<file path="config.mk">
export PLATFORM = sky130hd
export DESIGN_NAME = ltl_symbol_encoder_flat
export DESIGN_NICKNAME = d
export VERILOG_FILES = /design/src/rtl/ltl_symbol_encoder_pkg.sv /design/src/rtl/ltl_symbol_encoder_if.sv /design/src/rtl/ltl_symbol_encoder_fifo.sv /design/src/rtl/ltl_symbol_encoder.sv /design/src/flat_wrapper.sv
export SDC_FILE = /design/constraint.sdc
export NUM_CORES = 1
export LEC_CHECK = 0
export CAP_MARGIN = 20
export CORE_UTILIZATION = 30
export CTS_CLUSTER_SIZE = 40
export DETAILED_ROUTE_END_ITERATION = 12
export DONT_BUFFER_PORTS = 1
export GPL_TIMING_DRIVEN = 1
export PLACE_DENSITY_LB_ADDON = 0.12
export SYNTH_ARGS = -nofsm -noshare
export SYNTH_HDL_FRONTEND = slang
export SYNTH_SLANG_ARGS = --single-unit
export TNS_END_PERCENT = 30
</file>
<file path="constraint.sdc">
create_clock -name clk -period 5.7 [get_ports clk]
set_clock_uncertainty 0.1 [all_clocks]
set_input_delay 0.855 -clock clk [delete_from_list [all_inputs] [get_ports clk]]
set_output_delay 0.855 -clock clk [all_outputs]
set_load 0.01 [all_outputs]
</file>
<file path="src/rtl/ltl_symbol_encoder_pkg.sv">
// Shared types and constants for the LTL runtime-monitor symbol encoder.
package ltl_enc_pkg;

   typedef enum logic [1:0] {
      S_IDLE   = 2'd0,
      S_ARM    = 2'd1,
      S_STREAM = 2'd2,
      S_DRAIN  = 2'd3
   } enc_state_e;

   localparam int SYM_W_DEF = 8;
   localparam int CNT_W     = 32;

endpackage

</file>
<file path="src/rtl/ltl_symbol_encoder_if.sv">
// Proposition-vector handshake between the CVA6 core (master) and the encoder (slave).
interface ltl_symbol_encoder_if
   import ltl_enc_pkg::*;
#(
   parameter int SYM_W = SYM_W_DEF
);
   logic             ap_valid_i;
   logic [SYM_W-1:0] ap_i;
   logic             ap_ready_o;

   modport master (output ap_valid_i, output ap_i, input ap_ready_o);
   modport slave  (input ap_valid_i, input ap_i, output ap_ready_o);
endinterface

</file>
<file path="src/rtl/ltl_symbol_encoder_fifo.sv">
// Synchronous symbol FIFO; pointers carry an extra wrap bit to tell full from empty.
// A push on a full FIFO is accepted when a pop happens in the same cycle; clear wins over push.
module ltl_sym_fifo #(
   parameter int DEPTH = 8,
   parameter int SYM_W = 8
)(
   input  logic             clk,
   input  logic             reset,
   input  logic             clear,
   input  logic             push,
   input  logic             pop,
   input  logic [SYM_W-1:0] wdata,
   output logic [SYM_W-1:0] rdata,
   output logic             full,
   output logic             empty
);
   localparam int AW = $clog2(DEPTH);

   logic [AW:0]      r_wr_ptr;
   logic [AW:0]      r_rd_ptr;
   logic [SYM_W-1:0] r_mem [DEPTH];
   logic             w_do_pop;
   logic             w_do_push;

   assign empty     = (r_wr_ptr == r_rd_ptr);
   assign full      = (r_wr_ptr[AW] != r_rd_ptr[AW]) &&
                      (r_wr_ptr[AW-1:0] == r_rd_ptr[AW-1:0]);
   assign w_do_pop  = pop && !empty;
   assign w_do_push = push && (!full || w_do_pop);
   assign rdata     = r_mem[r_rd_ptr[AW-1:0]];

   // Pointer update: clear discards contents, otherwise advance on push/pop.
   always_ff @(posedge clk or posedge reset) begin
      if (reset) begin
         r_wr_ptr <= '0;
         r_rd_ptr <= '0;
      end else if (clear) begin
         r_wr_ptr <= '0;
         r_rd_ptr <= '0;
      end else begin
         if (w_do_push) r_wr_ptr <= r_wr_ptr + 1'b1;
         if (w_do_pop)  r_rd_ptr <= r_rd_ptr + 1'b1;
      end
   end

   // Storage write; contents need no reset since the pointers define validity.
   always_ff @(posedge clk) begin
      if (w_do_push && !clear) r_mem[r_wr_ptr[AW-1:0]] <= wdata;
   end
endmodule

</file>
<file path="src/rtl/ltl_symbol_encoder.sv">
// LTL symbol encoder: buffers proposition vectors and sequences the automaton
// reset so the first symbol lands in its start-of-data cycle.
// Optional stutter compression is enabled by defining LTL_ENC_DEDUP_EN.
module ltl_symbol_encoder
   import ltl_enc_pkg::*;
#(
   parameter int DEPTH      = 8,
   parameter int SYM_W      = SYM_W_DEF,
   parameter int RST_CYCLES = 2
)(
   input  logic                 clk,
   input  logic                 reset,
   input  logic                 enable_i,
   input  logic                 flush_i,
   ltl_symbol_encoder_if.slave  ap_if,
   output logic                 aut_reset_o,
   output logic                 aut_run_o,
   output logic [SYM_W-1:0]     aut_symbols_o,
   output logic                 busy_o,
   output logic                 ovf_o,
   output logic [CNT_W-1:0]     sym_count_o
);
   enc_state_e       r_state;
   enc_state_e       w_state_nxt;
   logic [CNT_W-1:0] r_rst_cnt;
   logic [CNT_W-1:0] r_sym_cnt;
   logic             r_aut_reset;
   logic             r_aut_run;
   logic [SYM_W-1:0] r_aut_sym;
   logic             r_ovf;
   logic             w_full;
   logic             w_empty;
   logic             w_active;
   logic             w_accept;
   logic             w_arm;
   logic             w_push;
   logic             w_pop;
   logic             w_clear;
   logic [SYM_W-1:0] w_head;

   assign w_active         = (r_state == S_ARM) || (r_state == S_STREAM);
   assign ap_if.ap_ready_o = w_active && !w_full;
   assign w_accept         = ap_if.ap_valid_i && ap_if.ap_ready_o;
   assign w_arm            = (r_state == S_IDLE) && enable_i;

`ifdef LTL_ENC_DEDUP_EN
   logic             r_last_vld;
   logic [SYM_W-1:0] r_last;

   assign w_push = w_accept && !(r_last_vld && (ap_if.ap_i == r_last));

   // Last-enqueued vector; invalidated on arm so the first vector always enters.
   always_ff @(posedge clk or posedge reset) begin
      if (reset) begin
         r_last_vld <= 1'b0;
         r_last     <= '0;
      end else if (w_arm) begin
         r_last_vld <= 1'b0;
      end else if (w_push) begin
         r_last_vld <= 1'b1;
         r_last     <= ap_if.ap_i;
      end
   end
`else
   assign w_push = w_accept;
`endif

   ltl_sym_fifo #(.DEPTH(DEPTH), .SYM_W(SYM_W)) u_fifo (
      .clk   (clk),
      .reset (reset),
      .clear (w_clear),
      .push  (w_push),
      .pop   (w_pop),
      .wdata (ap_if.ap_i),
      .rdata (w_head),
      .full  (w_full),
      .empty (w_empty)
   );

   // Next-state and pop/clear decisions.
   always_comb begin
      w_state_nxt = r_state;
      w_pop       = 1'b0;
      w_clear     = 1'b0;
      case (r_state)
         S_IDLE: begin
            if (enable_i) w_state_nxt = S_ARM;
         end
         S_ARM: begin
            if (flush_i) begin
               w_state_nxt = S_IDLE;
               w_clear     = 1'b1;
            end else if ((r_rst_cnt >= CNT_W'(RST_CYCLES - 1)) && !w_empty) begin
               w_pop       = 1'b1;
               w_state_nxt = S_STREAM;
            end
         end
         S_STREAM: begin
            w_pop = !w_empty;
            if (flush_i || !enable_i) w_state_nxt = S_DRAIN;
         end
         S_DRAIN: begin
            w_pop = !w_empty;
            if (w_empty) w_state_nxt = S_IDLE;
         end
         default: w_state_nxt = S_IDLE;
      endcase
   end

   // State register.
   always_ff @(posedge clk or posedge reset) begin
      if (reset) r_state <= S_IDLE;
      else       r_state <= w_state_nxt;
   end

   // Registered automaton drive: reset held through IDLE/ARM, symbol updated only on pop.
   always_ff @(posedge clk or posedge reset) begin
      if (reset) begin
         r_aut_reset <= 1'b1;
         r_aut_run   <= 1'b0;
         r_aut_sym   <= '0;
      end else begin
         r_aut_reset <= (w_state_nxt == S_IDLE) || (w_state_nxt == S_ARM);
         r_aut_run   <= w_pop;
         if (w_pop) r_aut_sym <= w_head;
      end
   end

   // Arm bookkeeping: reset-hold counter, delivered-symbol counter, sticky overflow.
   always_ff @(posedge clk or posedge reset) begin
      if (reset) begin
         r_rst_cnt <= '0;
         r_sym_cnt <= '0;
         r_ovf     <= 1'b0;
      end else if (w_arm) begin
         r_rst_cnt <= '0;
         r_sym_cnt <= '0;
         r_ovf     <= 1'b0;
      end else begin
         if ((r_state == S_ARM) && (r_rst_cnt != '1)) r_rst_cnt <= r_rst_cnt + 1'b1;
         if (w_pop) r_sym_cnt <= r_sym_cnt + 1'b1;
         if (ap_if.ap_valid_i && w_active && w_full) r_ovf <= 1'b1;
      end
   end

   assign aut_reset_o   = r_aut_reset;
   assign aut_run_o     = r_aut_run;
   assign aut_symbols_o = r_aut_sym;
   assign busy_o        = (r_state != S_IDLE);
   assign ovf_o         = r_ovf;
   assign sym_count_o   = r_sym_cnt;
endmodule

</file>
<file path="src/flat_wrapper.sv">
// flat-port wrapper written by rule: the top's interface ports become plain ports
module ltl_symbol_encoder_flat import ltl_enc_pkg::*;
#(
   parameter int DEPTH      = 8,
   parameter int SYM_W      = SYM_W_DEF,
   parameter int RST_CYCLES = 2
)
  (clk, reset, enable_i, flush_i, aut_reset_o, aut_run_o, aut_symbols_o, busy_o, ovf_o, sym_count_o, ap_if_ap_valid_i, ap_if_ap_i, ap_if_ap_ready_o);
  ltl_symbol_encoder_if #(.SYM_W(SYM_W)) ap_if_i ();
  input  logic clk;
  input  logic reset;
  input  logic enable_i;
  input  logic flush_i;
  output logic aut_reset_o;
  output logic aut_run_o;
  output logic [SYM_W-1:0] aut_symbols_o;
  output logic busy_o;
  output logic ovf_o;
  output logic [CNT_W-1:0] sym_count_o;
  input wire logic [$bits(ap_if_i.ap_valid_i)-1:0] ap_if_ap_valid_i;
  input wire logic [$bits(ap_if_i.ap_i)-1:0] ap_if_ap_i;
  output wire logic [$bits(ap_if_i.ap_ready_o)-1:0] ap_if_ap_ready_o;
  assign ap_if_i.ap_valid_i = ap_if_ap_valid_i;
  assign ap_if_i.ap_i = ap_if_ap_i;
  assign ap_if_ap_ready_o = ap_if_i.ap_ready_o;
  ltl_symbol_encoder #(.DEPTH(DEPTH), .SYM_W(SYM_W), .RST_CYCLES(RST_CYCLES)) u_core (.clk(clk), .reset(reset), .enable_i(enable_i), .flush_i(flush_i), .ap_if(ap_if_i), .aut_reset_o(aut_reset_o), .aut_run_o(aut_run_o), .aut_symbols_o(aut_symbols_o), .busy_o(busy_o), .ovf_o(ovf_o), .sym_count_o(sym_count_o));
endmodule
</file>
=== Word level (Yosys, flattened, before mapping) ===
Memories as Yosys holds them, arrays and structs flattened. A register that Yosys moved wholly into a read port is not among the register bits.
Index checks and enable logic that the tools add are counted.

* Flip-flop bits (word level): 77
* Memory bits (writable): 64
* Input bits: 13
* Output and inout bits: 45
* Memories: 1

{| class="wikitable"
|+ Memories
! name !! depth !! bits a word !! read ports !! clocked after Yosys merged registers in !! write ports !! RTL line !! source
|-
| u_core.u_fifo.r_mem || 8 || 8 || 1 || 1 || 1 || ltl_symbol_encoder_fifo.sv:21 || <nowiki>logic [SYM_W-1:0] r_mem [DEPTH];</nowiki>
|}

* $add $sub $neg: 4
* $lt $le $gt $ge: 1
* Eq/ne operators: 8
* Muxes and demuxes: 23
* Reductions and logical operators: 28

{| class="wikitable"
|+ Operators by type and width
! kind !! number
|-
| $mux W32 || 4
|-
| $add A32 B1 Y32 const B || 2
|-
| $ge A32 B1 Y1 const B || 1
|-
| $ne A32 B32 Y1 const B || 1
|-
| $mux W4 || 4
|-
| $reduce_bool A2 Y1 || 6
|-
| $logic_and A1 B1 Y1 || 11
|-
| $mux W2 || 5
|-
| $add A4 B1 Y4 const B || 2
|-
| $mux W1 || 8
|-
| $pmux W2 S4 || 1
|-
| $eq A2 B1 Y1 const B || 2
|-
| $eq A2 B2 Y1 const B || 2
|-
| $eq A4 B4 Y1 || 1
|-
| $logic_not A1 Y1 || 4
|-
| $logic_not A2 Y1 || 2
|-
| $logic_or A1 B1 Y1 || 4
|-
| $eq A3 B3 Y1 || 1
|-
| $pmux W1 S2 || 1
|-
| $reduce_or A2 Y1 || 1
|-
| $ne A1 B1 Y1 || 1
|}

=== Depth between registers and ports, before layout ===
* Depth in word-level cells: 12
* Gate-level depth with buffers: 10
* Gate-level depth less buffers: 9

=== Cells and area by module ===
Synthesis repeated with hierarchy kept, for this count alone.

* Cells, all modules: 625
* Area, all modules: 7180.6 µm²

{| class="wikitable"
|+ Modules (own cells, without submodules)
! module !! instances !! cells an instance !! area an instance (µm²) !! sequential area each (µm²)
|-
| ltl_symbol_encoder || 1 || 450 || 4111.4 || 1928.1
|-
| ltl_sym_fifo || 1 || 175 || 3069.2 || 2122.0
|}

=== Least setup slack after synthesis ===
Ideal clock, no wire load.

* Path type: input port to flip-flop
* Start: in flush_i
* End: reg u_core.r_sym_cnt[27], in the netlist u_core.sym_count_o[27]
* Library setup time: 0.078 ns
* Arrival time: 2.328 ns
* Data required time: 5.522 ns
* Path slack: 3.194 ns
* Stages: 6
* Buffers on the path: 0
* Cells stage by stage: nand2b_1 nor2_1 o21ai_1 a2111o_1 or4_1 a21oi_1

* Word-level cells in the longest chain between the ends: 3

{| class="wikitable"
|+ RTL lines
! item !! RTL line !! source
|-
| from (decl) || flat_wrapper.sv:13 || <nowiki>input logic flush_i;</nowiki>
|-
| $mux W1 || ltl_symbol_encoder.sv:90 || <nowiki>if (flush_i) begin</nowiki>
|-
| $pmux W1 S2 || ltl_symbol_encoder.sv:85 || <nowiki>case (r_state)</nowiki>
|-
| $reduce_bool A2 Y1 (no source line) || - ||
|-
| to (signal assigned) || ltl_symbol_encoder.sv:141 || <nowiki>if (w_pop) r_sym_cnt <= r_sym_cnt + 1'b1;</nowiki>
|-
| to (decl) || ltl_symbol_encoder.sv:26 || <nowiki>logic [CNT_W-1:0] r_sym_cnt;</nowiki>
|}

No other way between the ends.
A chain may end at the register's enable or synchronous reset.

=== Worst setup path after layout ===
* Start: reg u_core.u_fifo.r_rd_ptr[1]
* End: mem u_core.u_fifo.r_mem[3][2] (enable)

* Word-level cells in the longest chain between the ends: 12

{| class="wikitable"
|+ RTL lines
! item !! RTL line !! source
|-
| from (decl) || ltl_symbol_encoder_fifo.sv:20 || <nowiki>logic [AW:0] r_rd_ptr;</nowiki>
|-
| from (signal assigned) || ltl_symbol_encoder_fifo.sv:42 || <nowiki>if (w_do_pop) r_rd_ptr <= r_rd_ptr + 1'b1;</nowiki>
|-
| $eq A4 B4 Y1 || ltl_symbol_encoder_fifo.sv:25 || <nowiki>assign empty = (r_wr_ptr == r_rd_ptr);</nowiki>
|-
| $logic_not A1 Y1 || - ||
|-
| $logic_and A1 B1 Y1 || ltl_symbol_encoder.sv:93 || <nowiki>end else if ((r_rst_cnt >= CNT_W'(RST_CYCLES - 1)) && !w_empty) begin</nowiki>
|-
| $mux W1 || ltl_symbol_encoder.sv:93 ||
|-
| $mux W1 || ltl_symbol_encoder.sv:90 ||
|-
| $pmux W1 S2 || ltl_symbol_encoder.sv:85 ||
|-
| $logic_and A1 B1 Y1 || ltl_symbol_encoder_fifo.sv:28 || <nowiki>assign w_do_pop = pop && !empty;</nowiki>
|-
| $logic_or A1 B1 Y1 || ltl_symbol_encoder_fifo.sv:29 || <nowiki>assign w_do_push = push && (!full || w_do_pop);</nowiki>
|-
| $logic_and A1 B1 Y1 * || ltl_symbol_encoder_fifo.sv:29 ||
|-
| $logic_and A1 B1 Y1 * || ltl_symbol_encoder_fifo.sv:48 || <nowiki>if (w_do_push && !clear) r_mem[r_wr_ptr[AW-1:0]] <= wdata;</nowiki>
|-
| $mux W1 * || ltl_symbol_encoder_fifo.sv:48 ||
|-
| $mux W1 (not written as such) * || ltl_symbol_encoder_fifo.sv:48 ||
|-
| to (decl) || ltl_symbol_encoder_fifo.sv:21 ||
|}

Mark *: on every way between the ends. The rest lies on a longest branch, timed or not.

==> out/results.ini <==
[min_path]
hold_class = input port to async pin

[clock_network]
cts-root-buf = clkbuf_16
cts_resized = 0
insertion_delay_ps = 420
postCtsSetupBuffers = 0
clk_path_buf_depth = 2
clkTransAtPathRegs_ps = 70
hold_buffers = 0
cts.sinks = 149
numCtsBuffers = 17
h-tree-depth = 4
tritoncts = built

[final_layout]
area_growth_pct = 13.3
final_nets = 623
utilization_pct = 34.8
final.fill_count = 2261
layout-drive-gt1-share_pct = 12.3

[worst_setup_path]
critPathTopFamily = simple AND/OR/NAND/NOR gates
worstReg2RegStart = u_core.u_fifo.r_rd_ptr[1]$_DFFE_PP0P_
cp.arrival_ps = 3010
cp-start-kind = flop
cp_slowest_cell = dfrtp_1
worstPathCellList = xnor2_1 -> nand4_1 -> nor2b_1 -> nand3_1 -> nor2_1
rr_worst_depth = 5
path_class = flop to flop
critPathMaxFanout = 20
reg2reg_to = u_core.u_fifo.r_mem[3][2]$_DFFE_PP_
endpoint_kind = flop
slowest_delay_ps = 890
critPathBufInv = 0
regToRegSetupSlack_ps = 2620
cp.required_ps = 5640

[yosys]
synth_enable_flop_cells = 64
synthCells = 600
ys_seq_area_share_pct = 57.9
synthArstFlopShare_pct = 57.0
yosysWarnings = 0
synth_area_sq_um = 7000
syn_nets = 624
syn_area_per_cell_sq_um = 11.7
ys_ff_latch = 149
ys_types = 55
synthFlopType = dfrtp_1

[drt]
firstDrtPassIters = 4
vias = 4575
routed.top_layer = met4
m1WireLength_um = 7290
drt_iter0_markers = 242
wl_um = 16100
ant_nets = 0
dr_wl_met3_um = 814
viasPerCell = 4.94
wl_per_cell_um = 17.4
wl_met2_um = 7820
post-route-drc-count = 0

[power]
intPower_w = 0.00208
leakagePower_nw = 2.85
swShare_pct = 33.3
p_comb_share_pct = 21.5
clock_power_share_pct = 36.2
p_switching_w = 0.00104
ir_drop_uv = 173
power_density_nw_per_um2 = 393
pwr-share-seq_pct = 42.3

[floorplanning]
core_area_sq_um = 22800
die_area_sq_um = 23900
die_h_um = 155
rows = 55
start_util_pct = 30.7
num_io_pins = 58
die_x_um = 155

[grt]
grt_pass1_vias = 4595
grt_pass1_wl_um = 25700
track_usage_pct = 14.2
antenna_found_initial = 1
grt_overflow = 0
grt_max_degree = 51

[timing]
tns_ps = 0
slew_viol_final = 0
whs_ps = 309
worstMarginPinSlew_ps = 992
period_share_pct = 54.0
setup_viol = 0
fin_ws_ps = 2620
slew-limit-headroom_pct = 33.6
fin_crit_ps = 3080
finalHoldViolations = 0
rsz0062_at_grt = false
fmax_ghz = 0.325

[placement]
hpwl_um = 11100
gp_routability_congestion = 0.778
port_buffers = 0
preCtsSetupSlack_ps = 2250

[run]
max_cap_violations = 0

[status]
status = finished, final reports clean

==> how the worst max path moves through the flow <==
| stage | start | end | slack, ps | depth (start not counted) |
|---|---|---|---|---|
| floorplan | reset | u_core.aut_run_o$_DFF_PP0_ | 2550 | 1 |
| global placement | u_core.u_fifo.r_rd_ptr[1]$_DFFE_PP0P_ | u_core.u_fifo.r_mem[1][0]$_DFFE_PP_ | 2380 | 5 |
| CTS | u_core.u_fifo.r_rd_ptr[1]$_DFFE_PP0P_ | u_core.u_fifo.r_mem[1][4]$_DFFE_PP_ | 2240 | 5 |
| finish | u_core.u_fifo.r_rd_ptr[1]$_DFFE_PP0P_ | u_core.u_fifo.r_mem[3][2]$_DFFE_PP_ | 2620 | 5 |
| detailed placement | u_core.u_fifo.r_rd_ptr[1]$_DFFE_PP0P_ | u_core.u_fifo.r_mem[1][5]$_DFFE_PP_ | 2250 | 5 |
| global route | u_core.u_fifo.r_rd_ptr[1]$_DFFE_PP0P_ | u_core.u_fifo.r_mem[6][4]$_DFFE_PP_ | 2290 | 5 |
==> sequential cells by signal (all words and copies together), names as in the netlist <==
register / count
u_core.u_fifo.r_mem: 64
u_core.sym_count_o: 32
u_core.ovf_o: 1
u_core.aut_reset_o: 1
u_core.u_fifo.r_wr_ptr: 4
u_core.u_fifo.r_rd_ptr: 4
u_core.r_rst_cnt: 32
u_core.aut_run_o: 1
u_core.aut_symbols_o: 8
u_core.r_state: 2
==> cell families (layout without fill, tap and decap cells) <==
family	Yosys count	in the layout	share of synthesized area, %
and+or+nand+nor	235	235	17.3
DFF	149	149	57.9
AOI/OAI and AO/OA	84	84	7.67
xor gates and xnor gates	47	47	5.88
buffers and inverters	47	59	2.65
muxes	27	27	6.72
adders and majority gates	11	11	1.97
other	0	1	0
==> power by group through the flow <==
stage / clock network [W] / registers (W) / logic [W]
4_1_cts: 0.00115 / 0.00132 / 0.000683
3_3_place_gp: 0 / 0.00134 / 0.000670
6_report: 0.00113 / 0.00132 / 0.000669
2_1_floorplan: 0 / 0.00129 / 0.000527
5_1_grt: 0.00120 / 0.00133 / 0.000749
3_5_place_dp: 0 / 0.00134 / 0.000680
==> cell usage after synthesis, drive strengths merged, types with 12 or more instances <==
cell	n	share of area (%)
inv	21	1.1
xor2	19	2.4
nand4	18	1.7
nand2	51	2.7
nand3	22	1.6
dfrtp	84	30
clkbuf	19	1.0
o21ai	22	1.6
xnor2	28	3.5
or4	12	1.4
mux4	16	5.1
edfxtp	64	27
nor2	68	3.7
a21oi	25	1.8
nor3	12	0.86
nor4	13	1.3
==> area by class of cell <==
cell class,instances,area [sq um],area share (%)
clock buffer,17,425,5.36
timing repair buffer,6,42.5,0.536
antenna,1,2.50,0.0316
tap,313,392,4.94
inverter,21,80.1,1.01
clock inverter,15,163,2.05
multi-input combinational,404,2780,35.0
sequential,149,4050,51.1
==> cell usage in the layout (no fill, tap or decap), types with 3 or more instances in the layout <==
cell	Yosys	routed
nor4_1	12	12
nand2_1	51	51
xor2_1	19	19
a211oi_1	6	6
clkinv_2	0	3
a2111oi_0	6	6
inv_6	0	5
mux2i_1	11	11
mux4_2	16	16
nor3_1	12	12
ha_1	11	11
inv_1	20	19
or4_1	10	10
nand4_1	17	17
o21ai_0	21	20
buf_4	0	4
a21oi_1	25	25
and3_1	6	6
inv_8	0	4
o31ai_1	9	9
a31o_2	3	3
clkbuf_16	0	17
o211ai_1	3	3
and2_1	4	4
nand2b_1	6	6
edfxtp_1	64	64
dfrtp_1	84	84
and4_1	4	4
nor2_1	67	66
nand3_1	21	21
or3_1	8	8
xnor2_1	28	28
==> metal layers <==
metal,track usage [%],vias to the layer above
met5,0,-
met4,4.86,0
met3,4.06,9
met2,23.3,91
met1,18.0,2270
li1,-,2205
==> metrics by stage <==
step                power (W)  instance area [sq um]  std cells
finish                0.00311                   7930        926
global route          0.00328                   7930        926
CTS                   0.00315                   7920        923
detailed placement    0.00202                   7330        891
global placement      0.00201                   7330        891
floorplan             0.00182                   7000        600
No activity file was read; power rests on OpenSTA's default activity.
